### config.mk
export PLATFORM = sky130hd
export DESIGN_NAME = mips_fetch_unit
export DESIGN_NICKNAME = d
export VERILOG_FILES = /design/src/rtl/mips_fetch_unit.sv
export SDC_FILE = /design/constraint.sdc
export NUM_CORES = 1
export LEC_CHECK = 0
export CAP_MARGIN = 10
export CORE_AREA = 3 3 166 168
export DETAILED_ROUTE_END_ITERATION = 16
export DIE_AREA = 0 0 169 171
export PLACE_DENSITY = 0.91
export SETUP_SLACK_MARGIN = 0.3
export SLEW_MARGIN = 40
export SYNTH_ARGS = -nofsm -noshare
export SYNTH_HDL_FRONTEND = slang
export SYNTH_SLANG_ARGS = --single-unit
### constraint.sdc
create_clock -name clk -period 3.7 [get_ports clk]
set_clock_uncertainty 0.1 [all_clocks]
set_input_delay 0.74 -clock clk [delete_from_list [all_inputs] [get_ports clk]]
set_output_delay 0.74 -clock clk [all_outputs]
set_load 0.01 [all_outputs]
### src/rtl/mips_fetch_unit.sv
// Instruction-fetch stage for the MIPS core.
// Owns the fetch PC, issues word requests to a variable-latency instruction
// memory, buffers returned words (each tagged with its PC) in an in-order
// FIFO and hands the FIFO head to decode. A redirect flushes the FIFO and
// arms a drop counter that discards responses still in flight.
//
// Handshake semantics (all three interfaces): a transfer happens in a cycle
// where valid and ready are both high at the rising clock edge. The
// request side never withdraws on its own account. Its valid only depends on
// halt, redirect, drop state and credits. The response side has no ready: a
// response is always taken, either into the FIFO or into the drop counter.
//
// There is no explicit FSM. The operating mode follows from the counters:
// drop_cnt_q != 0 is DRAIN, halt is IDLE, anything else is RUN.
module mips_fetch_unit #(
  parameter int              XLEN     = 32,
  parameter int              DEPTH    = 4,
  parameter logic [XLEN-1:0] RESET_PC = '0
) (
  input  logic                       clk,
  input  logic                       rst_n,
  output logic                       imem_req_valid,
  input  logic                       imem_req_ready,
  output logic [XLEN-1:0]            imem_req_addr,
  input  logic                       imem_rsp_valid,
  input  logic [XLEN-1:0]            imem_rsp_data,
  input  logic                       redirect_valid,
  input  logic [XLEN-1:0]            redirect_pc,
  input  logic                       halt,
  output logic                       if_valid,
  input  logic                       if_ready,
  output logic [XLEN-1:0]            if_instr,
  output logic [XLEN-1:0]            if_pc,
  output logic [XLEN-1:0]            if_pc4,
  output logic                       fetch_misalign,
  output logic [$clog2(DEPTH+1)-1:0] fifo_count
);

  localparam int AW = (DEPTH > 1) ? $clog2(DEPTH) : 1;
  localparam int CW = $clog2(DEPTH + 1);
  localparam logic [CW:0] DEPTH_W = (CW + 1)'(DEPTH);

  // Architectural state
  logic [XLEN-1:0] fetch_pc_q, fetch_pc_d;
  logic [XLEN-1:0] resp_pc_q, resp_pc_d;
  logic [AW-1:0]   rd_ptr_q, rd_ptr_d;
  logic [AW-1:0]   wr_ptr_q, wr_ptr_d;
  logic [CW-1:0]   count_q, count_d;
  logic [CW-1:0]   outstanding_q, outstanding_d;
  logic [CW-1:0]   drop_cnt_q, drop_cnt_d;
  logic            misalign_q, misalign_d;

  // FIFO storage (data path only, no reset needed: head is gated by if_valid)
  logic [XLEN-1:0] instr_mem_q [DEPTH];
  logic [XLEN-1:0] pc_mem_q    [DEPTH];

  // Event strobes
  logic            req_fire;
  logic            push;
  logic            pop;
  logic [CW:0]     used;

  // Slots already committed: buffered words plus requests still in flight.
  // Issuing only while used < DEPTH guarantees every response has a slot.
  assign used = {1'b0, count_q} + {1'b0, outstanding_q};

  // Request side: gated by reset so the port is quiet while rst_n is low
  assign imem_req_valid = rst_n && !halt && !redirect_valid &&
                          (drop_cnt_q == '0) && (used < DEPTH_W);
  assign imem_req_addr  = fetch_pc_q;

  assign req_fire = imem_req_valid && imem_req_ready;
  assign push     = imem_rsp_valid && !redirect_valid && (drop_cnt_q == '0);
  assign pop      = if_valid && if_ready;

  // Decode side: head fields read as zero whenever the FIFO is empty
  assign if_valid       = (count_q != '0);
  assign if_instr       = if_valid ? instr_mem_q[rd_ptr_q] : '0;
  assign if_pc          = if_valid ? pc_mem_q[rd_ptr_q] : '0;
  assign if_pc4         = if_pc + XLEN'(4);
  assign fetch_misalign = misalign_q;
  assign fifo_count     = count_q;

  // Next-state computation; a redirect overrides every other update
  always_comb begin
    fetch_pc_d    = fetch_pc_q;
    resp_pc_d     = resp_pc_q;
    rd_ptr_d      = rd_ptr_q;
    wr_ptr_d      = wr_ptr_q;
    count_d       = count_q;
    drop_cnt_d    = drop_cnt_q;
    misalign_d    = 1'b0;
    // In-flight count tracks the memory regardless of redirects
    outstanding_d = outstanding_q + CW'(req_fire) - CW'(imem_rsp_valid);

    if (redirect_valid) begin
      fetch_pc_d = {redirect_pc[XLEN-1:2], 2'b00};
      resp_pc_d  = {redirect_pc[XLEN-1:2], 2'b00};
      rd_ptr_d   = '0;
      wr_ptr_d   = '0;
      count_d    = '0;
      // Everything still in flight after this cycle is stale
      drop_cnt_d = outstanding_q - CW'(imem_rsp_valid);
      misalign_d = |redirect_pc[1:0];
    end else begin
      if (req_fire) begin
        fetch_pc_d = fetch_pc_q + XLEN'(4);
      end
      if (imem_rsp_valid && (drop_cnt_q != '0)) begin
        drop_cnt_d = drop_cnt_q - CW'(1);
      end
      if (push) begin
        resp_pc_d = resp_pc_q + XLEN'(4);
        wr_ptr_d  = wr_ptr_q + AW'(1);
      end
      if (pop) begin
        rd_ptr_d = rd_ptr_q + AW'(1);
      end
      count_d = count_q + CW'(push) - CW'(pop);
    end
  end

  // Control and pointer registers with asynchronous reset
  always_ff @(posedge clk or negedge rst_n) begin
    if (!rst_n) begin
      fetch_pc_q    <= RESET_PC;
      resp_pc_q     <= RESET_PC;
      rd_ptr_q      <= '0;
      wr_ptr_q      <= '0;
      count_q       <= '0;
      outstanding_q <= '0;
      drop_cnt_q    <= '0;
      misalign_q    <= 1'b0;
    end else begin
      fetch_pc_q    <= fetch_pc_d;
      resp_pc_q     <= resp_pc_d;
      rd_ptr_q      <= rd_ptr_d;
      wr_ptr_q      <= wr_ptr_d;
      count_q       <= count_d;
      outstanding_q <= outstanding_d;
      drop_cnt_q    <= drop_cnt_d;
      misalign_q    <= misalign_d;
    end
  end

  // FIFO write port: store the returned word with the PC it was fetched from
  always_ff @(posedge clk) begin
    if (push) begin
      instr_mem_q[wr_ptr_q] <= imem_rsp_data;
      pc_mem_q[wr_ptr_q]    <= resp_pc_q;
    end
  end

endmodule

Word-level counts from Yosys, hierarchy flattened
Memories as Yosys holds them, arrays and structs flattened. Index checks and enable logic that the tools add are counted.

Bits in latches: 0. Logic and storage cells: 58. Memories kept: 2. Bits in writable memories: 256. Output and inout port bits: 134. Memory bits (read-only): 0. Register bits: 78.

Memory list: instr_mem_q (words 4, width 32, rd ports 1, clocked after Yosys merged registers in 0, write ports 1, line 54) `logic [XLEN-1:0] instr_mem_q [DEPTH];`; pc_mem_q (words 4, width 32, rd ports 1, clocked after Yosys merged registers in 0, write ports 1, line 55) `logic [XLEN-1:0] pc_mem_q [DEPTH];`.

Muxes and demuxes: 16. Shift operators: 0. Div/mod/pow operators: 0. Order comparisons: 1. Multiply operators: 0. Reductions and logical operators: 19. $add $sub $neg: 12. Bitwise operators: 0. Equal/unequal tests: 0.

Operators by type and width (count): two-way mux 32 bit (6); adder 32 x 3 -> 32 bit (second input constant) (3); logical AND 1 bit (9); two-way mux 3 bit (3); subtractor 3 x 1 -> 3 bit (3); two-way mux 2 bit (4); nonzero test 2 bit (4); adder 3 x 1 -> 3 bit (2); nonzero test 3 bit (2); adder 2 x 1 -> 2 bit (second input constant) (2); adder 3 x 3 -> 4 bit (1); < comparator 4 x 3 -> 1 bit (second input constant) (1); zero test 3 bit (1); two-way mux 1 bit (3); subtractor 3 x 1 -> 3 bit (second input constant) (1); zero test 1 bit (2); OR reduction 2 bit (1).

Depth between registers and ports, before layout
Depth in word-level cells: 8. Depth in mapped cells: 15. Mapped depth without buffers: 13.

Least setup slack after synthesis
Ideal clock, no wire load.

Path kind: flip-flop to output port. Start: register rd_ptr_q[0]. End: output if_pc4[28]. Arrival: 2.657 ns. Cell stages (with the launch flop): 13. Path slack: 0.203 ns. Cells stage by stage: dfrtp_1 > buf_6 > buf_12 > mux4_2 > nand2_1 > inv_1 > ha_1 > nand2_1 > o22a_1 > nor4_2 > and4bb_1 > nand3_1 > xnor2_1.

Longest elaborated chain between the ends: 3.

RTL lines: start, declared (line 46) `logic [AW-1:0] rd_ptr_q, rd_ptr_d;`; start signal, assigned (line 137) `rd_ptr_q <= rd_ptr_d;`; memory (4 x 32 bit); two-way mux 32 bit (line 79) `assign if_pc = if_valid ? pc_mem_q[rd_ptr_q] : '0;`; via if_pc[2] (line 33) `output logic [XLEN-1:0] if_pc,`; adder 32 x 3 -> 32 bit (line 80) `assign if_pc4 = if_pc + XLEN'(4);`; end, declared (line 34) `output logic [XLEN-1:0] if_pc4,`.

The timed path passes the listed nets, and every way through them passes these cells.

Final worst setup path
Start: register rd_ptr_q[0]. End: output if_pc4[24].

Longest elaborated chain between the ends: 3.

RTL lines (line): memory (4 x 32 bit); two-way mux 32 bit (79); adder 32 x 3 -> 32 bit (80).

No other way between the ends.

==> results.cfg <==
[run_status]
outcome = complete, but fails checks
violations = negative setup slack

[worst_setup_path]
crit_fanout = 5
cp_data_arrival_time_ns = 3.17
timing.rr.start = fifo_count[2]
crit_path_end_kind = output pin
cp-start-kind = flop
worstPathRequired_ns = 2.86
timing.rr.end = outstanding_q[2]
r2r_setup_slack_ns = 0.84
reg2regPathDepth = 12
crit_type = reg2out
cp-endpoint = if_pc4[24]
startpoint = rd_ptr_q[0]

[grt]
first_global_vias = 9370
grt_pass1_wl_um = 52700
grt_overflow = 0
grt_antenna_before_repair = 0
track_usage_pct = 23.3
grt_max_degree = 63

[power]
netSwitchingFraction_pct = 30.7
share_comb_of_total_power_pct = 37.5
p_per_area_mw_per_mm2 = 643
clockPowerShare_pct = 25.7
p_switching_w = 0.00361
p_leak_nw = 6.75
intPower_w = 0.00813
ir_drop_uv = 449
seq_power_share_pct = 36.8
power.total_w = 0.0117

[timing]
final_hold_viol_count = 0
period_needed_ns = 4.01
max_freq_mhz = 249
tightest_slew_ns = 0.641
grt_setup_unrepaired = yes
finalWorstSetupSlack_ns = -0.315
setup_viol = 58
final.setup.tns_ns = -8.38
relSlewSlack_pct = 56.9
fin_crit_sh_pct = 109
slew_viol_final = 0

[clock_tree]
path_clk_slew_ns = 0.06
cts_buffers = 31
clock_path_buffers = 3
htree_levels = 1
root_buffer = clkbuf_16
holdBufCountCts = 0
clock_sinks = 322
cts_tree = yes
clock_latency_ns = 0.55

[die]
die_x_um = 169
rows = 59
ios = 205
die_area_mm2 = 0.0289
core_mm2 = 0.0261
initial_core_util_pct = 54.9
dieHeight_um = 171

[cells_and_area]
nNetsFinal = 1322
final_cell_area_mm2 = 0.0182
register_area_mm2 = 0.00930
area_delta_synth_final_pct = 27.6
antenna_cells = 0
drive_above_1_share_pct = 21.6
fin_util_pct = 70.0
fillers = 1628
multi_input_area_mm2 = 0.00485

[detailed_routing]
drt_first_pass_iters = 5
via_count = 9407
antenna_left = 0
drtIter0Drc = 924
drc = 0
drt-vias-per-instance = 5.92
wl_per_cell_um = 22.1
routed_wl_um = 35100

[yosys]
synth_top_area_share_pct = 52.1
ys_seq_area_share_pct = 65.0
ys_warn_count = 0
async_flop_share_pct = 23.0
synth_area_leaders = edfxtp_1 (52%), dfrtp_1 (13%), mux4_2 (8.3%)
synth_top_cell_by_area = edfxtp_1
ys_ff_latch = 322
synth_ff_type = edfxtp_1
avgSynthCellArea_um2 = 14.8
synth_edf_count = 248
yosys.cell_types.count = 57
synth_area_mm2 = 0.0143
synth_cells = 965

[place]
post-place-ws_ns = -0.191
place_congestion = 0.851
place_hpwl_um = 22300
placed_cell_area_mm2 = 0.0170
numPortBuffers = 198

[job]
maxCapViolCount = 0

[hold_path]
holdCritPathClass = in2async
## synthesized netlist by cell type (11+ instances only)
cell type,n
and3_1,16
nand3_1,35
nor3_1,11
edfxtp_1,248
mux4_2,53
dfrtp_1,74
o21ai_0,45
and2_1,56
clkbuf_1,22
xnor2_1,39
inv_1,30
a21oi_1,16
xor2_1,30
nor2_1,47
nand2_1,94
nand4_1,15
ha_1,17
## registers in the layout, summed over array words and instances, names as in the netlist
name	flops
drop_cnt_q	3
fetch_misalign	1
fifo_count	3
imem_req_addr	30
instr_mem_q	128
outstanding_q	3
pc_mem_q	120
rd_ptr_q	2
resp_pc_q	30
wr_ptr_q	2
## final cells by class
type	instances	area share, %
well taps	335	2.30
clock buffers	39	4.58
clock inverters	16	0.720
repair buffers	275	14.2
inverters	30	0.617
flip-flops and latches	322	51.0
multi-input cells	572	26.6
## worst min-delay path by stage
stage | startpoint | endpoint | slack (ns) | cells past startpoint
global route | rst_n | imem_req_addr[31] | 0.14 | 2
finish | rst_n | imem_req_addr[31] | 0.13 | 2
CTS | rst_n | imem_req_addr[31] | 0.14 | 2
floorplan | rst_n | drop_cnt_q[0] | 0.34 | 0
global placement | resp_pc_q[31] | pc_mem_q[2][31] | 0.42 | 0
detailed placement | outstanding_q[0] | outstanding_q[0] | 0.43 | 1
## power groups by stage
stage	Combinational [W]	Clock, W	Sequential [W]
finish	0.00440	0.00302	0.00432
CTS	0.00430	0.00305	0.00431
global route	0.00472	0.00319	0.00434
floorplan	0.00218	0	0.00434
detailed placement	0.00433	0	0.00437
global placement	0.00422	0	0.00435
## through the flow
step	hold slack [ns]	std cells
finish	0.126	1589
global route	0.138	1589
CTS	0.137	1575
detailed placement	0.433	1514
global placement	0.420	1514
floorplan	0.344	970
## layer usage
layer | global-route usage (%) | up-vias | share of wire, %
met5 | 0 | - | 0
met4 | 4.87 | 0 | 2.0
met3 | 4.00 | 56 | 9.1
met2 | 39.2 | 507 | 50
met1 | 32.9 | 4699 | 39
li1 | - | 4145 | -
## layout by cell type (no fill, tap or decap), types with 8 or more instances in the layout
cell	n
xnor2_2	11
o21ai_0	45
clkbuf_16	32
edfxtp_1	248
inv_1	28
xor2_1	30
o211ai_1	8
buf_4	66
ha_1	16
and3_1	12
clkdlybuf4s50_1	154
nand4_1	15
buf_2	22
a21oi_1	16
mux2i_1	8
nand2_2	8
xnor2_1	28
dlymetal6s2s_1	14
mux4_2	60
dfrtp_1	72
and2_1	54
o311ai_0	10
nor2_1	44
nand3_1	31
nand2_1	85
## cells by family (layout without fill, tap and decap cells)
group / Yosys count / in the layout / share of synthesized area, %
compound gates: 91 / 91 / 3.77
xor+xnor: 69 / 69 / 4.23
fa+ha+maj: 19 / 19 / 1.77
buf+inv: 76 / 360 / 2.60
flops: 322 / 322 / 65.0
mux: 73 / 73 / 10.8
other cells: 1 / 6 / 0.0262
simple gates: 314 / 314 / 11.8
## worst max-delay path: stages, from the launching register on
cell and delay (ns):
dfrtp_4 0.54, mux4_2 0.36, and2_4 0.16, ha_4 0.15, nand2_1 0.08, o22a_1 0.23
nor4_2 0.20, buf_4 0.18, and4bb_4 0.32, nand3_2 0.11, xnor2_2 0.14, buf_2 0.14
## timing repair
item	4_1_cts	5_1_grt
setup buffers	6	13
resized for setup	108	79
pin swaps	20	28
endpoints found under the setup margin	85	88
gates cloned	0	1
Power figures use the tool's default switching activity.
==> edit 1 (same flow settings) <==
Put one more register stage on the output `fifo_count`, without a reset. The value now appears one clock later. The other outputs are not delayed to match.
--- a/src/rtl/mips_fetch_unit.sv
+++ b/src/rtl/mips_fetch_unit.sv
@@ -79,7 +79,9 @@
   assign if_pc          = if_valid ? pc_mem_q[rd_ptr_q] : '0;
   assign if_pc4         = if_pc + XLEN'(4);
   assign fetch_misalign = misalign_q;
-  assign fifo_count     = count_q;
+  always_ff @(posedge clk) begin
+    fifo_count <= count_q;
+  end
 
   // Next-state computation; a redirect overrides every other update
   always_comb begin
Function: changed (Yosys sat finds a counterexample within 4 cycles, from zero or initial values and one cycle with rst_n low).
==> edit 1 against the unedited design <==
The flow still finishes with violations (setup timing); setup slack improved by 0.033 ns; sequential share of layout area fell by 2.0 points; critical endpoint is now if_pc4[25]; area after synthesis rose by 1.4%; design area rose by 4.7%; largest cell class unchanged; global-route usage rose by 2.6 points; core utilization rose by 3.3 points; maximum frequency rose by 0.82%; die area did not move; total power rose by 2.9%; sequential cell count rose by 3; routed wire length rose by 16%.
==> edit 1: results (changes against the unedited design) <==
| Metric | Value |
|---|---|
| First-pass GRT wire length | `57900 um (+9.8%)` |
| Flop-to-flop setup slack | `0.88 ns (+0.04 ns)` |
| CP delay by family, top | `simple AND/OR/NAND/NOR gates` |
| Fillers | `1470 (-9.7%)` |
| Worst VDD drop | `0.000545 V (+21%)` |
| Avg Cell Area, Syn | `14.9 um^2 (+0.70%)` |
| Sequential area share after synthesis | `64.5% (-0.50 points)` |
| YS warnings | `0 (unchanged)` |
| Placed cell area | `17300 um^2 (+1.7%)` |
| Number of global-route vias before repair | `9995 (+6.7%)` |
| Inserted Clock Buffers | `34 (+9.7%)` |
| Yosys cell types | `60 (+5.3%)` |
| Setup TNS | `-3.61 ns (+4.77 ns)` |
| Crit-path slowest cell | `or4_4` |
| Layout cells sized above 1 | `27.0% (+5.4 points)` |
| Worst slew pin tran | `0.667 ns (+0.0255 ns)` |
| Nets | `1351 (+2.2%)` |
| Top post-synthesis cells by count | `248 x edfxtp_1, 78 x nand2_1, 74 x dfrtp_1` |
| Initial DRC count | `1384 (+50%)` |
| Net Sw Frac | `32.3% (+1.5 points)` |
| Max Fanout on Critical Path | `6 (+1)` |
| Fin. Hold Viols | `0 (unchanged)` |
| CP peak stage delay | `0.57 ns (+0.03 ns)` |
| Clock tree buffer depth | `3 (unchanged)` |
| Dpl ws | `-0.0650 ns (+0.126 ns)` |
| Post-synth EDFFs | `248 (unchanged)` |
| GR Util All Layers | `26.0% (+2.6 points)` |
| PortBufs | `198 (unchanged)` |
| Post-route worst setup slack | `-0.282 ns (+0.0328 ns)` |
| Crit path DAT | `3.14 ns (-0.03 ns)` |
| Failing checks | `setup timing` |
| Non-Filler Instances | `1623 (+2.1%)` |
| Final Wtd Congestion | `0.861 (+1.1%)` |
| Status | `finished, violations left` |
| Root Buffer | `clkbuf_16` |
| Finished Cell Area | `19100 um^2 (+4.7%)` |
| Hold crit path type | `in2async` |
| DP Cell Count | `1519 (+0.33%)` |
| Dpl hpwl | `23400 um (+5.2%)` |
| Clock Latency Late Sink | `0.53 ns (-0.02 ns)` |
| Drt pass-1 iters | `5 (unchanged)` |
| Vias per std cell | `6.20 (+4.7%)` |
| Largest net degree at the start of global routing | `63 (unchanged)` |
| Synth async-reset ratio | `22.8% (-0.21 points)` |
| Setup Viol. Count Final | `22 (-62%)` |
| Lkg Pwr | `0.00716 uW (+6.1%)` |
| Hold_ws | `0.152 ns (+0.0258 ns)` |
| Largest cells by area after synthesis | `edfxtp_1 51%, dfrtp_1 13%, mux4_2 8.5%` |
| Htree depth | `2 (+1)` |
| Drt total wl | `40600 um (+16%)` |
-- edit 1: power groups by stage --
stage | logic, uW | registers, uW | clock network [uW]
6_report | 4460 | 4390 | 3220
2_1_floorplan | 2000 | 4390 | 0
3_5_place_dp | 3930 | 4440 | 0
5_1_grt | 4710 | 4420 | 3380
4_1_cts | 4140 | 4370 | 3200
3_3_place_gp | 3830 | 4420 | 0
-- edit 1: area by class of cell --
cell class / count / share of cell area, %
Timing Repair Buffer: 298 / 15.4
Inverter: 29 / 0.603
Clock buffer: 41 / 4.73
Antenna cell: 1 / 0.0131
Clock inverter: 21 / 0.727
Sequential cell: 325 / 49.0
Multi-Input combinational cell: 573 / 27.3
Tap cell: 335 / 2.19
-- edit 1: repair_timing --
action | CTS | global route
endpoints found under the hold margin | 0 | 0
cloned | 2 | 0
gates resized for setup | 205 | 88
setup buffers | 24 | 15
pin swaps | 24 | 22
setup endpoints to repair | 69 | 62
-- edit 1: kinds of logic after synthesis --
kind of cell	count (synthesis)	share of synthesized area [%]
buf+inv	79	2.51
fa+ha+maj	19	1.74
simple gates	300	11.6
flops	325	64.5
compound gates	87	3.61
xor+xnor	76	4.59
mux	85	11.4
other cells	1	0.0259
-- edit 1: metal layers --
metal,track usage (%),wire [um],vias to the layer above
met1,34.9,15000,4989
li1,-,-,4234
met3,5.24,3800,114
met4,8.65,1640,0
met2,43.3,20200,724
met5,0,0,-
-- edit 1: path summary, 6_finish.rpt --
kind                             start                end
hold / removal                   rst_n  imem_req_addr[17]
setup / recovery           rd_ptr_q[0]         if_pc4[25]
hold reg to reg             count_q[2]      fifo_count[2]
max in group asynchronous        rst_n        rd_ptr_q[0]
setup reg to reg            count_q[2]         count_q[2]
min in group clk            count_q[2]      fifo_count[2]
==> edit 2 (same flow settings) <==
Without the edit above. Set the parameter `DEPTH` to 2 (it was 4).
--- a/src/rtl/mips_fetch_unit.sv
+++ b/src/rtl/mips_fetch_unit.sv
@@ -14,7 +14,7 @@
 // drop_cnt_q != 0 is DRAIN, halt is IDLE, anything else is RUN.
 module mips_fetch_unit #(
   parameter int              XLEN     = 32,
-  parameter int              DEPTH    = 4,
+  parameter int              DEPTH    = 2,
   parameter logic [XLEN-1:0] RESET_PC = '0
 ) (
   input  logic                       clk,
Interface: changed (resized fifo_count); port bits go from 205 to 204. The function was not compared with the original's and may differ.
==> edit 2 against the unedited design <==
Sequential cell count shrank 129; routed wire length shrank 21%; total power shrank 40%; die area is the same; setup slack gained 0.33 ns; global-route usage shrank 4.7 points; critical endpoint is now if_pc4[30]; maximum frequency grew 9.1%; critical path type unchanged; area after synthesis shrank 33%; design area shrank 27%; synthesized cell count shrank 16%; highest routed layer unchanged; sequential share of layout area shrank 10 points.
==> edit 2: results (changes against the unedited design) <==
| Metric | Value |
|---|---|
| Largest cells by area after synthesis | `edfxtp_1 39%, dfrtp_1 18%, mux2i_1 6.2%` |
| Nets | `1142 (-14%)` |
| DP Cell Count | `1320 (-13%)` |
| Flop-to-flop setup slack | `0.64 ns (-0.20 ns)` |
| Inserted Clock Buffers | `17 (-45%)` |
| Yosys cell types | `63 (+11%)` |
| Layout cells sized above 1 | `19.3% (-2.3 points)` |
| Worst VDD drop | `0.000491 V (+9.3%)` |
| Crit path from | `rd_ptr_q` |
| Post-Synthesis Cells | `806 (-16%)` |
| Dpl hpwl | `18300 um (-18%)` |
| Synth async-reset ratio | `35.8% (+13 points)` |
| CP delay by family, top | `buffers and inverters` |
| CP endpoint | `if_pc4[30]` |
| Final Wtd Congestion | `0.883 (+3.7%)` |
| First-pass GRT wire length | `42200 um (-20%)` |
| Dpl ws | `0.0914 ns (+0.283 ns)` |
| Sequential area share after synthesis | `57.3% (-7.7 points)` |
| Largest net degree at the start of global routing | `69 (+9.5%)` |
| Htree depth | `4 (+3)` |
| Post-synth EDFFs | `124 (-50%)` |
| Top post-synthesis cells by count | `124 x edfxtp_1, 83 x nor2_1, 69 x dfrtp_1` |
| Reg-to-reg startpoint | `fifo_count[0]` |
| Maximum clock frequency | `0.272 GHz (+9.1%)` |
| Initial DRC count | `704 (-24%)` |
| Crit path DAT | `2.84 ns (-0.33 ns)` |
| Via count | `7598 (-19%)` |
| Number of global-route vias before repair | `7476 (-20%)` |
| Status | `finished, final reports clean` |
| Drt total wl | `27600 um (-21%)` |
| Top flop regs | `instr_mem_q (64), pc_mem_q (60)` |
-- edit 2: cell types whose count changed after synthesis, moves of 10 or more --
cell / before / now
and2_1: 56 / 9
o311ai_1: 0 / 12
inv_1: 30 / 20
nand2_1: 94 / 68
edfxtp_1: 248 / 124
mux2i_1: 8 / 59
mux4_2: 53 / 0
nor2_1: 47 / 83
-- edit 2: report_power, final --
part / internal [uW] / switching [uW]
logic: 1280 / 1290
registers: 2530 / 208
clock network: 901 / 881
total: 4720 / 2380
-- edit 2: final cells by class --
class	instances	area, um^2
well taps	335	419
flip-flops and latches	193	5460
clock buffers	19	433
repair buffers	273	2720
fillers	2155	12700
multi-input cells	555	4080
clock inverters	13	143
inverters	21	81.3
-- edit 2: stage by stage --
step                      hold slack (ns)  power [uW]
after floorplan                     0.344        3950
after global placement              0.404        4990
after detailed placement            0.415        5050
after CTS                          0.0119        7050
after global routing              0.00279        7440
final                              0.0158        7100
-- edit 2: worst min path at each step --
| stage | cells past startpoint | end | slack (ns) | startpoint |
|---|---|---|---|---|
| final | 1 | imem_req_addr[25] | 0.02 | rst_n |
| after global routing | 1 | imem_req_addr[25] | 0.003 | rst_n |
| after detailed placement | 0 | pc_mem_q[1][8] | 0.42 | resp_pc_q[8] |
| after CTS | 1 | imem_req_addr[25] | 0.01 | rst_n |
| after global placement | 0 | pc_mem_q[0][8] | 0.40 | resp_pc_q[8] |
| after floorplan | 0 | drop_cnt_q[0] | 0.34 | rst_n |
-- edit 2: cell families (layout without fill, tap and decap cells) --
kind of cell	after synthesis	in the layout	synth area share, %
xor+xnor	68	68	6.26
other cells	1	6	0.0394
fa+ha+maj	10	10	1.39
simple gates	299	300	17.2
mux	66	66	7.04
flops	193	193	57.3
compound gates	105	105	7.14
buf+inv	64	326	3.58
-- edit 2: timing repair --
action / CTS / global route
pin swaps: 27 / 11
hold endpoints to repair: 0 / 0
endpoints found under the setup margin: 27 / 33
buffers inserted: 40 / 10
cloned: 6 / 1
resized for setup: 139 / 38
-- edit 2: metal layers --
metal / routed length [um] / vias up
li1: - / 3453
met1: 11500 / 3668
met2: 13000 / 423
met3: 2590 / 54
met4: 586 / 0
met5: 0 / -
